<file path="config.mk">
export PLATFORM = sky130hd
export DESIGN_NAME = rf_seq_ctrl_flat
export DESIGN_NICKNAME = d
export VERILOG_FILES = /design/src/rtl/rf_seq_ctrl_if.sv /design/src/rtl/rf_seq_ctrl.sv /design/src/flat_wrapper.sv
export SDC_FILE = /design/constraint.sdc
export NUM_CORES = 1
export LEC_CHECK = 0
export CAP_MARGIN = 20
export CORE_MARGIN = 2
export CORE_UTILIZATION = 52
export CTS_CLUSTER_SIZE = 20
export DETAILED_ROUTE_END_ITERATION = 10
export GPL_ROUTABILITY_DRIVEN = 0
export MAX_ROUTING_LAYER = met4
export PLACE_DENSITY = 0.81
export SYNTH_ARGS = -nofsm -noshare
export SYNTH_HDL_FRONTEND = slang
export SYNTH_SLANG_ARGS = --single-unit
export TNS_END_PERCENT = 5
</file>
<file path="constraint.sdc">
create_clock -name clk -period 3.1 [get_ports clk]
set_clock_uncertainty 0.2 [all_clocks]
set_input_delay 0.62 -clock clk [delete_from_list [all_inputs] [get_ports clk]]
set_output_delay 0.62 -clock clk [all_outputs]
set_load 0.01 [all_outputs]
</file>
<file path="src/rtl/rf_seq_ctrl_if.sv">
// Bundle of the host command port, the RF serial-interface access port,
// the received-byte stream and the status outputs of rf_seq_ctrl.
//
// Handshakes (cmd_valid/cmd_ready, rx_valid/rx_ready): a transfer happens on
// a rising clk edge where both valid and ready are high. The source holds
// valid and its payload stable until that edge and never withdraws valid
// early. The sink may raise or drop ready freely.
interface rf_seq_ctrl_if;
    // host command port
    logic       cmd_valid;
    logic       cmd_ready;
    logic [1:0] cmd_inst;
    logic [9:0] cmd_addr;
    logic [7:0] cmd_wdata;
    // RF serial-interface access port
    logic [9:0] rf_addr;
    logic [7:0] rf_wdata;
    logic [1:0] rf_inst;
    logic       rf_cs;
    logic       rf_ready;
    logic [7:0] rf_rdata;
    logic       rf_intr;
    logic       rf_rst_n;
    // received-byte stream
    logic [7:0] rx_data;
    logic       rx_valid;
    logic       rx_last;
    logic       rx_ready;
    // status
    logic       busy;
    logic       timeout_err;
    logic [7:0] intstat;

    // controller side
    modport master (
        input  cmd_valid, cmd_inst, cmd_addr, cmd_wdata,
        input  rf_ready, rf_rdata, rf_intr, rx_ready,
        output cmd_ready, rf_addr, rf_wdata, rf_inst, rf_cs, rf_rst_n,
        output rx_data, rx_valid, rx_last, busy, timeout_err, intstat
    );

    // host / transceiver / stream-consumer side
    modport slave (
        output cmd_valid, cmd_inst, cmd_addr, cmd_wdata,
        output rf_ready, rf_rdata, rf_intr, rx_ready,
        input  cmd_ready, rf_addr, rf_wdata, rf_inst, rf_cs, rf_rst_n,
        input  rx_data, rx_valid, rx_last, busy, timeout_err, intstat
    );
endinterface

</file>
<file path="src/rtl/rf_seq_ctrl.sv">
// RF transceiver sequencer: runs the transceiver power-up reset, forwards
// single host register accesses to the RF serial interface, and on an
// interrupt reads the interrupt status register and drains RX_BYTES bytes
// from the RX FIFO into a valid/ready byte stream.
module rf_seq_ctrl #(
    parameter int         RST_LOW_CYC  = 50000,
    parameter int         RST_WAIT_CYC = 110000,
    parameter int         RX_BYTES     = 8,
    parameter logic [9:0] RX_BASE      = 10'h300,
    parameter logic [5:0] INTSTAT_ADDR = 6'h31,
    parameter int         GUARD_CYC    = 3,
    parameter int         TIMEOUT_CYC  = 4096
) (
    input  logic           clk,
    input  logic           rst,
    rf_seq_ctrl_if.master  bus,
    output logic [3:0]     dbg_state
);

    localparam int MAX_AB = (RST_LOW_CYC > RST_WAIT_CYC) ? RST_LOW_CYC : RST_WAIT_CYC;
    localparam int MAX_C  = (MAX_AB > TIMEOUT_CYC) ? MAX_AB : TIMEOUT_CYC;
    localparam int CW     = $clog2(MAX_C + 1);

    localparam logic [CW-1:0] RST_LO_LAST = CW'((RST_LOW_CYC  > 0) ? RST_LOW_CYC  - 1 : 0);
    localparam logic [CW-1:0] RST_WT_LAST = CW'((RST_WAIT_CYC > 0) ? RST_WAIT_CYC - 1 : 0);
    localparam logic [CW-1:0] GUARD_LAST  = CW'((GUARD_CYC    > 0) ? GUARD_CYC    - 1 : 0);
    localparam logic [CW-1:0] TO_LAST     = CW'((TIMEOUT_CYC  > 0) ? TIMEOUT_CYC  - 1 : 0);
    localparam logic [7:0]    RX_LAST_IDX = 8'(RX_BYTES - 1);

    localparam logic [1:0] INST_SHORT_RD = 2'b00;
    localparam logic [1:0] INST_LONG_RD  = 2'b10;

    typedef enum logic [3:0] {
        S_RST_LO   = 4'd0,
        S_RST_WAIT = 4'd1,
        S_IDLE     = 4'd2,
        S_ISSUE    = 4'd3,
        S_GUARD    = 4'd4,
        S_WAIT_RDY = 4'd5,
        S_INT_RD   = 4'd6,
        S_RX_RD    = 4'd7,
        S_RX_OUT   = 4'd8
    } state_t;

    // who started the current access, i.e. where WAIT_RDY returns to
    typedef enum logic [1:0] {
        CTX_CMD = 2'd0,
        CTX_INT = 2'd1,
        CTX_RX  = 2'd2
    } ctx_t;

    state_t        state_q, state_d;
    ctx_t          ctx_q, ctx_d;
    logic          ret_q, ret_d;          // set when an access has just completed
    logic [CW-1:0] cnt_q, cnt_d;
    logic [7:0]    idx_q, idx_d;
    logic          rf_rst_n_q, rf_rst_n_d;
    logic          rf_cs_q, rf_cs_d;
    logic [9:0]    rf_addr_q, rf_addr_d;
    logic [7:0]    rf_wdata_q, rf_wdata_d;
    logic [1:0]    rf_inst_q, rf_inst_d;
    logic          cmd_ready_q, cmd_ready_d;
    logic [7:0]    rx_data_q, rx_data_d;
    logic          rx_valid_q, rx_valid_d;
    logic          rx_last_q, rx_last_d;
    logic          busy_q, busy_d;
    logic          timeout_err_q, timeout_err_d;
    logic [7:0]    intstat_q, intstat_d;

    // next-state and next-output logic; every output is registered
    always_comb begin
        state_d       = state_q;
        ctx_d         = ctx_q;
        ret_d         = ret_q;
        cnt_d         = cnt_q;
        idx_d         = idx_q;
        rf_rst_n_d    = rf_rst_n_q;
        rf_cs_d       = rf_cs_q;
        rf_addr_d     = rf_addr_q;
        rf_wdata_d    = rf_wdata_q;
        rf_inst_d     = rf_inst_q;
        cmd_ready_d   = cmd_ready_q;
        rx_data_d     = rx_data_q;
        rx_valid_d    = rx_valid_q;
        rx_last_d     = rx_last_q;
        busy_d        = busy_q;
        timeout_err_d = timeout_err_q;
        intstat_d     = intstat_q;

        case (state_q)
            S_RST_LO: begin
                if (cnt_q == RST_LO_LAST) begin
                    cnt_d      = '0;
                    rf_rst_n_d = 1'b1;
                    state_d    = S_RST_WAIT;
                end else begin
                    cnt_d = cnt_q + 1'b1;
                end
            end

            S_RST_WAIT: begin
                if (cnt_q == RST_WT_LAST) begin
                    cnt_d       = '0;
                    cmd_ready_d = 1'b1;
                    busy_d      = 1'b0;
                    state_d     = S_IDLE;
                end else begin
                    cnt_d = cnt_q + 1'b1;
                end
            end

            S_IDLE: begin
                // the interrupt has priority; the command waits in that case
                if (bus.rf_intr) begin
                    ctx_d       = CTX_INT;
                    ret_d       = 1'b0;
                    rf_addr_d   = {4'b0000, INTSTAT_ADDR};
                    rf_inst_d   = INST_SHORT_RD;
                    cmd_ready_d = 1'b0;
                    busy_d      = 1'b1;
                    state_d     = S_INT_RD;
                end else if (bus.cmd_valid) begin
                    ctx_d       = CTX_CMD;
                    rf_addr_d   = bus.cmd_inst[1] ? bus.cmd_addr
                                                  : {4'b0000, bus.cmd_addr[5:0]};
                    rf_inst_d   = bus.cmd_inst;
                    rf_wdata_d  = bus.cmd_wdata;
                    cmd_ready_d = 1'b0;
                    busy_d      = 1'b1;
                    state_d     = S_ISSUE;
                end
            end

            S_ISSUE: begin
                // first cycle only sets up so the address leads rf_cs by a cycle
                if (!rf_cs_q) begin
                    rf_cs_d = 1'b1;
                end else begin
                    rf_cs_d = 1'b0;
                    cnt_d   = '0;
                    state_d = S_GUARD;
                end
            end

            S_GUARD: begin
                if (cnt_q >= GUARD_LAST) begin
                    cnt_d   = '0;
                    state_d = S_WAIT_RDY;
                end else begin
                    cnt_d = cnt_q + 1'b1;
                end
            end

            S_WAIT_RDY: begin
                if (bus.rf_ready) begin
                    cnt_d = '0;
                    case (ctx_q)
                        CTX_INT: begin
                            intstat_d = bus.rf_rdata;
                            ret_d     = 1'b1;
                            state_d   = S_INT_RD;
                        end
                        CTX_RX: begin
                            rx_data_d = bus.rf_rdata;
                            ret_d     = 1'b1;
                            state_d   = S_RX_RD;
                        end
                        default: begin
                            cmd_ready_d = 1'b1;
                            busy_d      = 1'b0;
                            state_d     = S_IDLE;
                        end
                    endcase
                end else if (cnt_q == TO_LAST) begin
                    // give up on the whole sequence, not only this access
                    cnt_d         = '0;
                    idx_d         = '0;
                    ret_d         = 1'b0;
                    timeout_err_d = 1'b1;
                    cmd_ready_d   = 1'b1;
                    busy_d        = 1'b0;
                    state_d       = S_IDLE;
                end else begin
                    cnt_d = cnt_q + 1'b1;
                end
            end

            S_INT_RD: begin
                if (!ret_q) begin
                    state_d = S_ISSUE;
                end else begin
                    ret_d = 1'b0;
                    if (intstat_q[3]) begin
                        ctx_d     = CTX_RX;
                        idx_d     = '0;
                        rf_addr_d = RX_BASE;
                        rf_inst_d = INST_LONG_RD;
                        state_d   = S_RX_RD;
                    end else begin
                        cmd_ready_d = 1'b1;
                        busy_d      = 1'b0;
                        state_d     = S_IDLE;
                    end
                end
            end

            S_RX_RD: begin
                if (!ret_q) begin
                    state_d = S_ISSUE;
                end else begin
                    ret_d      = 1'b0;
                    rx_valid_d = 1'b1;
                    rx_last_d  = (idx_q == RX_LAST_IDX);
                    state_d    = S_RX_OUT;
                end
            end

            S_RX_OUT: begin
                // no further FIFO read until the consumer takes this byte
                if (bus.rx_ready) begin
                    rx_valid_d = 1'b0;
                    rx_last_d  = 1'b0;
                    if (rx_last_q) begin
                        idx_d       = '0;
                        cmd_ready_d = 1'b1;
                        busy_d      = 1'b0;
                        state_d     = S_IDLE;
                    end else begin
                        idx_d     = idx_q + 8'd1;
                        rf_addr_d = RX_BASE + {2'b00, idx_q + 8'd1};
                        state_d   = S_RX_RD;
                    end
                end
            end

            default: begin
                state_d = S_RST_LO;
            end
        endcase
    end

    // state and output registers, cleared asynchronously into the power-up sequence
    always_ff @(posedge clk or posedge rst) begin
        if (rst) begin
            state_q       <= S_RST_LO;
            ctx_q         <= CTX_CMD;
            ret_q         <= 1'b0;
            cnt_q         <= '0;
            idx_q         <= '0;
            rf_rst_n_q    <= 1'b0;
            rf_cs_q       <= 1'b0;
            rf_addr_q     <= '0;
            rf_wdata_q    <= '0;
            rf_inst_q     <= '0;
            cmd_ready_q   <= 1'b0;
            rx_data_q     <= '0;
            rx_valid_q    <= 1'b0;
            rx_last_q     <= 1'b0;
            busy_q        <= 1'b1;
            timeout_err_q <= 1'b0;
            intstat_q     <= '0;
        end else begin
            state_q       <= state_d;
            ctx_q         <= ctx_d;
            ret_q         <= ret_d;
            cnt_q         <= cnt_d;
            idx_q         <= idx_d;
            rf_rst_n_q    <= rf_rst_n_d;
            rf_cs_q       <= rf_cs_d;
            rf_addr_q     <= rf_addr_d;
            rf_wdata_q    <= rf_wdata_d;
            rf_inst_q     <= rf_inst_d;
            cmd_ready_q   <= cmd_ready_d;
            rx_data_q     <= rx_data_d;
            rx_valid_q    <= rx_valid_d;
            rx_last_q     <= rx_last_d;
            busy_q        <= busy_d;
            timeout_err_q <= timeout_err_d;
            intstat_q     <= intstat_d;
        end
    end

    assign bus.rf_rst_n    = rf_rst_n_q;
    assign bus.rf_cs       = rf_cs_q;
    assign bus.rf_addr     = rf_addr_q;
    assign bus.rf_wdata    = rf_wdata_q;
    assign bus.rf_inst     = rf_inst_q;
    assign bus.cmd_ready   = cmd_ready_q;
    assign bus.rx_data     = rx_data_q;
    assign bus.rx_valid    = rx_valid_q;
    assign bus.rx_last     = rx_last_q;
    assign bus.busy        = busy_q;
    assign bus.timeout_err = timeout_err_q;
    assign bus.intstat     = intstat_q;
    assign dbg_state       = state_q;

endmodule
</file>
<file path="src/flat_wrapper.sv">
// flat-port wrapper written by rule: the top's interface ports become plain ports
module rf_seq_ctrl_flat 
#(
    parameter int         RST_LOW_CYC  = 50000,
    parameter int         RST_WAIT_CYC = 110000,
    parameter int         RX_BYTES     = 8,
    parameter logic [9:0] RX_BASE      = 10'h300,
    parameter logic [5:0] INTSTAT_ADDR = 6'h31,
    parameter int         GUARD_CYC    = 3,
    parameter int         TIMEOUT_CYC  = 4096
)
  (clk, rst, dbg_state, bus_cmd_valid, bus_cmd_inst, bus_cmd_addr, bus_cmd_wdata, bus_rf_ready, bus_rf_rdata, bus_rf_intr, bus_rx_ready, bus_cmd_ready, bus_rf_addr, bus_rf_wdata, bus_rf_inst, bus_rf_cs, bus_rf_rst_n, bus_rx_data, bus_rx_valid, bus_rx_last, bus_busy, bus_timeout_err, bus_intstat);
  rf_seq_ctrl_if bus_i ();
  input  logic clk;
  input  logic rst;
  output logic [3:0] dbg_state;
  input wire logic [$bits(bus_i.cmd_valid)-1:0] bus_cmd_valid;
  input wire logic [$bits(bus_i.cmd_inst)-1:0] bus_cmd_inst;
  input wire logic [$bits(bus_i.cmd_addr)-1:0] bus_cmd_addr;
  input wire logic [$bits(bus_i.cmd_wdata)-1:0] bus_cmd_wdata;
  input wire logic [$bits(bus_i.rf_ready)-1:0] bus_rf_ready;
  input wire logic [$bits(bus_i.rf_rdata)-1:0] bus_rf_rdata;
  input wire logic [$bits(bus_i.rf_intr)-1:0] bus_rf_intr;
  input wire logic [$bits(bus_i.rx_ready)-1:0] bus_rx_ready;
  output wire logic [$bits(bus_i.cmd_ready)-1:0] bus_cmd_ready;
  output wire logic [$bits(bus_i.rf_addr)-1:0] bus_rf_addr;
  output wire logic [$bits(bus_i.rf_wdata)-1:0] bus_rf_wdata;
  output wire logic [$bits(bus_i.rf_inst)-1:0] bus_rf_inst;
  output wire logic [$bits(bus_i.rf_cs)-1:0] bus_rf_cs;
  output wire logic [$bits(bus_i.rf_rst_n)-1:0] bus_rf_rst_n;
  output wire logic [$bits(bus_i.rx_data)-1:0] bus_rx_data;
  output wire logic [$bits(bus_i.rx_valid)-1:0] bus_rx_valid;
  output wire logic [$bits(bus_i.rx_last)-1:0] bus_rx_last;
  output wire logic [$bits(bus_i.busy)-1:0] bus_busy;
  output wire logic [$bits(bus_i.timeout_err)-1:0] bus_timeout_err;
  output wire logic [$bits(bus_i.intstat)-1:0] bus_intstat;
  assign bus_i.cmd_valid = bus_cmd_valid;
  assign bus_i.cmd_inst = bus_cmd_inst;
  assign bus_i.cmd_addr = bus_cmd_addr;
  assign bus_i.cmd_wdata = bus_cmd_wdata;
  assign bus_i.rf_ready = bus_rf_ready;
  assign bus_i.rf_rdata = bus_rf_rdata;
  assign bus_i.rf_intr = bus_rf_intr;
  assign bus_i.rx_ready = bus_rx_ready;
  assign bus_cmd_ready = bus_i.cmd_ready;
  assign bus_rf_addr = bus_i.rf_addr;
  assign bus_rf_wdata = bus_i.rf_wdata;
  assign bus_rf_inst = bus_i.rf_inst;
  assign bus_rf_cs = bus_i.rf_cs;
  assign bus_rf_rst_n = bus_i.rf_rst_n;
  assign bus_rx_data = bus_i.rx_data;
  assign bus_rx_valid = bus_i.rx_valid;
  assign bus_rx_last = bus_i.rx_last;
  assign bus_busy = bus_i.busy;
  assign bus_timeout_err = bus_i.timeout_err;
  assign bus_intstat = bus_i.intstat;
  rf_seq_ctrl #(.RST_LOW_CYC(RST_LOW_CYC), .RST_WAIT_CYC(RST_WAIT_CYC), .RX_BYTES(RX_BYTES), .RX_BASE(RX_BASE), .INTSTAT_ADDR(INTSTAT_ADDR), .GUARD_CYC(GUARD_CYC), .TIMEOUT_CYC(TIMEOUT_CYC)) u_core (.clk(clk), .rst(rst), .bus(bus_i), .dbg_state(dbg_state));
endmodule
</file>
==> results.sh <==
export IMPL_io_pins=81
export IMPL_ys_top_cells_by_count="dfrtp_1, nand2_1, o21ai_0, mux2_2, nor2_1"
export IMPL_whs_path_depth=1
export IMPL_max_cap_viol_count=0
export IMPL_dp_hpwl_mm=6.960
export IMPL_cts_clk_slew_worst_paths_ps=80
export IMPL_start_util_pct=54.10
export IMPL_rrSetupSlack_ps=240
export IMPL_period_share_pct=92.13
export IMPL_final_util_pct=69.79
export IMPL_seqCellArea_sq_um=1878
export IMPL_drc=0
export IMPL_p_per_area_nw_per_um2=349.1
export IMPL_path_cells="and4bb_2 -> nor2b_1 -> a21boi_0 -> nor4_1 -> a21o_1 -> o41ai_1"
export IMPL_diodes=0
export IMPL_grt_first_pass_wirelength_mm=16.03
export IMPL_grt_use_total_pct=24.31
export IMPL_startpoint_type="flip-flop"
export IMPL_hold_path_end="u_core.bus.rf_rst_n"
export IMPL_synth_seq_area_share_pct=47.35
export IMPL_hold_path_class="reg -> reg"
export IMPL_n_fill_cell=545
export IMPL_dr_pass1_iters=5
export IMPL_numCtsBuffers=9
export IMPL_port_buffers=80
export IMPL_drt_iter0_drc=274
export IMPL_synth_area_sq_um=3966
export IMPL_area_growth_pct=28.99
export IMPL_yosys_cell_count_top_type="dfrtp_1"
export IMPL_postSynth_asyncResetShare_pct=100.0
export IMPL_fmax_ghz=0.3502
export IMPL_post_cts_buffers=0
export IMPL_multi_input_area_sq_um=1944
export IMPL_htree_num_levels=3
export IMPL_drive_gt1_share_pct=14.60
export IMPL_regToRegStartpoint="u_core.dbg_state[0]"
export IMPL_synth_edf_count=0
export IMPL_rsz0062_at_grt="no"
export IMPL_die_x_um=91.34
export IMPL_cpMaxStageDelayCell="dfrtp_1"
export IMPL_clockBufferDepth=2
export IMPL_synth_top_area_share_pct=46.69
export IMPL_antenna_left=0
export IMPL_ys_warn_count=0
export IMPL_arrival_ps=2890
export IMPL_final_nets=527
export IMPL_cts_root_buffer_cell="clkbuf_8"
export IMPL_cts_resized=0
export IMPL_slew_viol_final=0
export IMPL_die_area_sq_um=8342
export IMPL_finalHoldViolations=0
export IMPL_synth_area_leader_cell="dfrtp_1"
export IMPL_die_h_um=91.34
export IMPL_critical_path_required_ps=3130
export IMPL_synth_distinct_cells=61
export IMPL_grt_max_degree=76
export IMPL_p_leak_uw=0.002242
export IMPL_endpoint_kind="flip-flop"
export IMPL_synth_seq_cells=75
export IMPL_wl_mm=9.592
export IMPL_wl_per_cell_um=16.20
export IMPL_setup_viol=0
export IMPL_outcome="completed"
export IMPL_synth_area_top_cells="dfrtp_1, mux2_2, nand2_1, o21ai_0, o31ai_1"
export IMPL_worstMarginPinSlew_ps=690.8
export IMPL_ir_drop_uv=305.0
export IMPL_critical_path_startpoint="u_core.dbg_state[0]"
export IMPL_rr_worst_depth=6
export IMPL_cts_sinks=75
export IMPL_crit_type="reg -> reg"
export IMPL_clk_insertion_delay_late_ps=340
export IMPL_vias_per_cell=5.963
export IMPL_cts_hold_buf=0
export IMPL_path_max_fanout=16
export IMPL_r2r_end="u_core.cnt_q[16]"
export IMPL_synth_flop_cell="dfrtp_1"
export IMPL_grt_pass1_vias=3423
export IMPL_max_slew_margin_pct=53.52
export IMPL_synth_net_count=438
export IMPL_slowest_delay_ps=640
export IMPL_fp_coreArea_sq_um=7331
export IMPL_overflow=0
export IMPL_min_from="u_core.bus.rf_rst_n"
export IMPL_post_route_min_period_ps=2856
export IMPL_syn_inst=399
export IMPL_num_rows=31
export IMPL_cts_tree="yes"
export IMPL_antenna_found_initial=0
export IMPL_fin_setup_tns_ps=0
export IMPL_synth_area_per_cell_sq_um=9.941
export IMPL_vias=3530
-- state kept, by name, summed over array words and instances, names as in the netlist --
| signal | cells |
|---|---|
| u_core.idx_q | 8 |
| u_core.bus.rx_valid | 1 |
| u_core.bus.rf_wdata | 8 |
| u_core.bus.rf_cs | 1 |
| u_core.bus.cmd_ready | 1 |
| u_core.bus.rx_last | 1 |
| u_core.bus.rf_rst_n | 1 |
| u_core.bus.rx_data | 8 |
| u_core.bus.intstat | 8 |
| u_core.bus.timeout_err | 1 |
| u_core.bus.rf_inst | 2 |
| u_core.ctx_q | 2 |
| u_core.bus.busy | 1 |
| u_core.cnt_q | 17 |
| u_core.dbg_state | 4 |
| u_core.ret_q | 1 |
| u_core.bus.rf_addr | 10 |
-- layout by cell type (no fill, tap or decap), types with 3 or more instances in the layout --
cell type        count
nand3b_1             4
xnor2_1              4
nand3_1             14
clkbuf_8             9
nand2b_1            10
inv_1               12
o31ai_1             11
o21ai_1             11
nor2_1              18
nor4_1               8
and3_1               6
a22oi_1              6
mux2_2              26
nand4_1              9
o2111ai_1            3
buf_4               15
o21ai_0             28
or2_2                3
o32ai_1              4
dfrtp_1             74
o22ai_1              3
or3_1                4
clkdlybuf4s50_1     80
a21oi_1             13
nor2b_1              9
a31oi_1              3
nor3_1               7
xor2_1               4
nand2_1             39
a21boi_0             3
ha_1                 5
or4_1                5
-- how the worst max path moves through the flow --
stage | slack (ps) | end
after floorplan | 370 | u_core.bus.cmd_ready
after global placement | 300 | u_core.cnt_q[6]
after detailed placement | 230 | u_core.cnt_q[16]
after CTS | 310 | u_core.cnt_q[16]
after global routing | 90 | u_core.cnt_q[6]
final | 240 | u_core.cnt_q[16]
-- power by group --
group	internal (uW)	total (uW)	switching [uW]
logic	45.2	81.3	36.1
clock network	371	727	356
registers	978	978	0
-- routing by layer --
metal | global-route usage, % | vias to the layer above | share of wire [%]
li1 | - | 1654 | -
met1 | 32.43 | 1721 | 45
met2 | 37.65 | 139 | 47
met3 | 4.647 | 16 | 6.5
met4 | 8.081 | 0 | 1.3
met5 | - | - | 0
-- metrics by stage --
| step | instance area, sq um | instances | total power (uW) | hold WS [ps] | setup WS (ps) |
|---|---|---|---|---|---|
| 6_report | 5116 | 592 | 1786 | 272.9 | 244.1 |
| 5_1_grt | 5116 | 592 | 1850 | 300.4 | 92.30 |
| 4_1_cts | 5116 | 592 | 1800 | 277.1 | 308.3 |
| 3_5_place_dp | 4928 | 576 | 1079 | 263.3 | 225.9 |
| 3_3_place_gp | 4928 | 576 | 1078 | 248.1 | 304.8 |
| 2_1_floorplan | 3966 | 399 | 1021 | 280.4 | 371.7 |
-- worst max-delay path, delay by kind of cell (launching register included) --
family / cells / cell delay [ps]
flops: 1 / 640
compound gates: 3 / 1150
simple gates: 3 / 750
-- cells by family (layout without fill, tap and decap cells) --
kind of cell / after synthesis / after routing / share of synthesized area (%)
and+or+nand+nor: 155 / 155 / 22.27
DFF: 75 / 75 / 47.35
adders and majority gates: 5 / 5 / 1.577
xor gates and xnor gates: 8 / 8 / 1.766
AOI/OAI and AO/OA: 98 / 98 / 15.77
buffers and inverters: 31 / 125 / 3.628
muxes: 27 / 27 / 7.634
-- cell type report --
cell class | instances | area share [%]
Clock buffer | 11 | 2.568
Clock inverter | 5 | 1.101
Sequential cell | 75 | 36.71
Inverter | 13 | 0.9538
Tap cell | 99 | 2.421
Multi-Input combinational cell | 293 | 38.00
Timing Repair Buffer | 96 | 18.24
(Power assumes the default switching activity.)
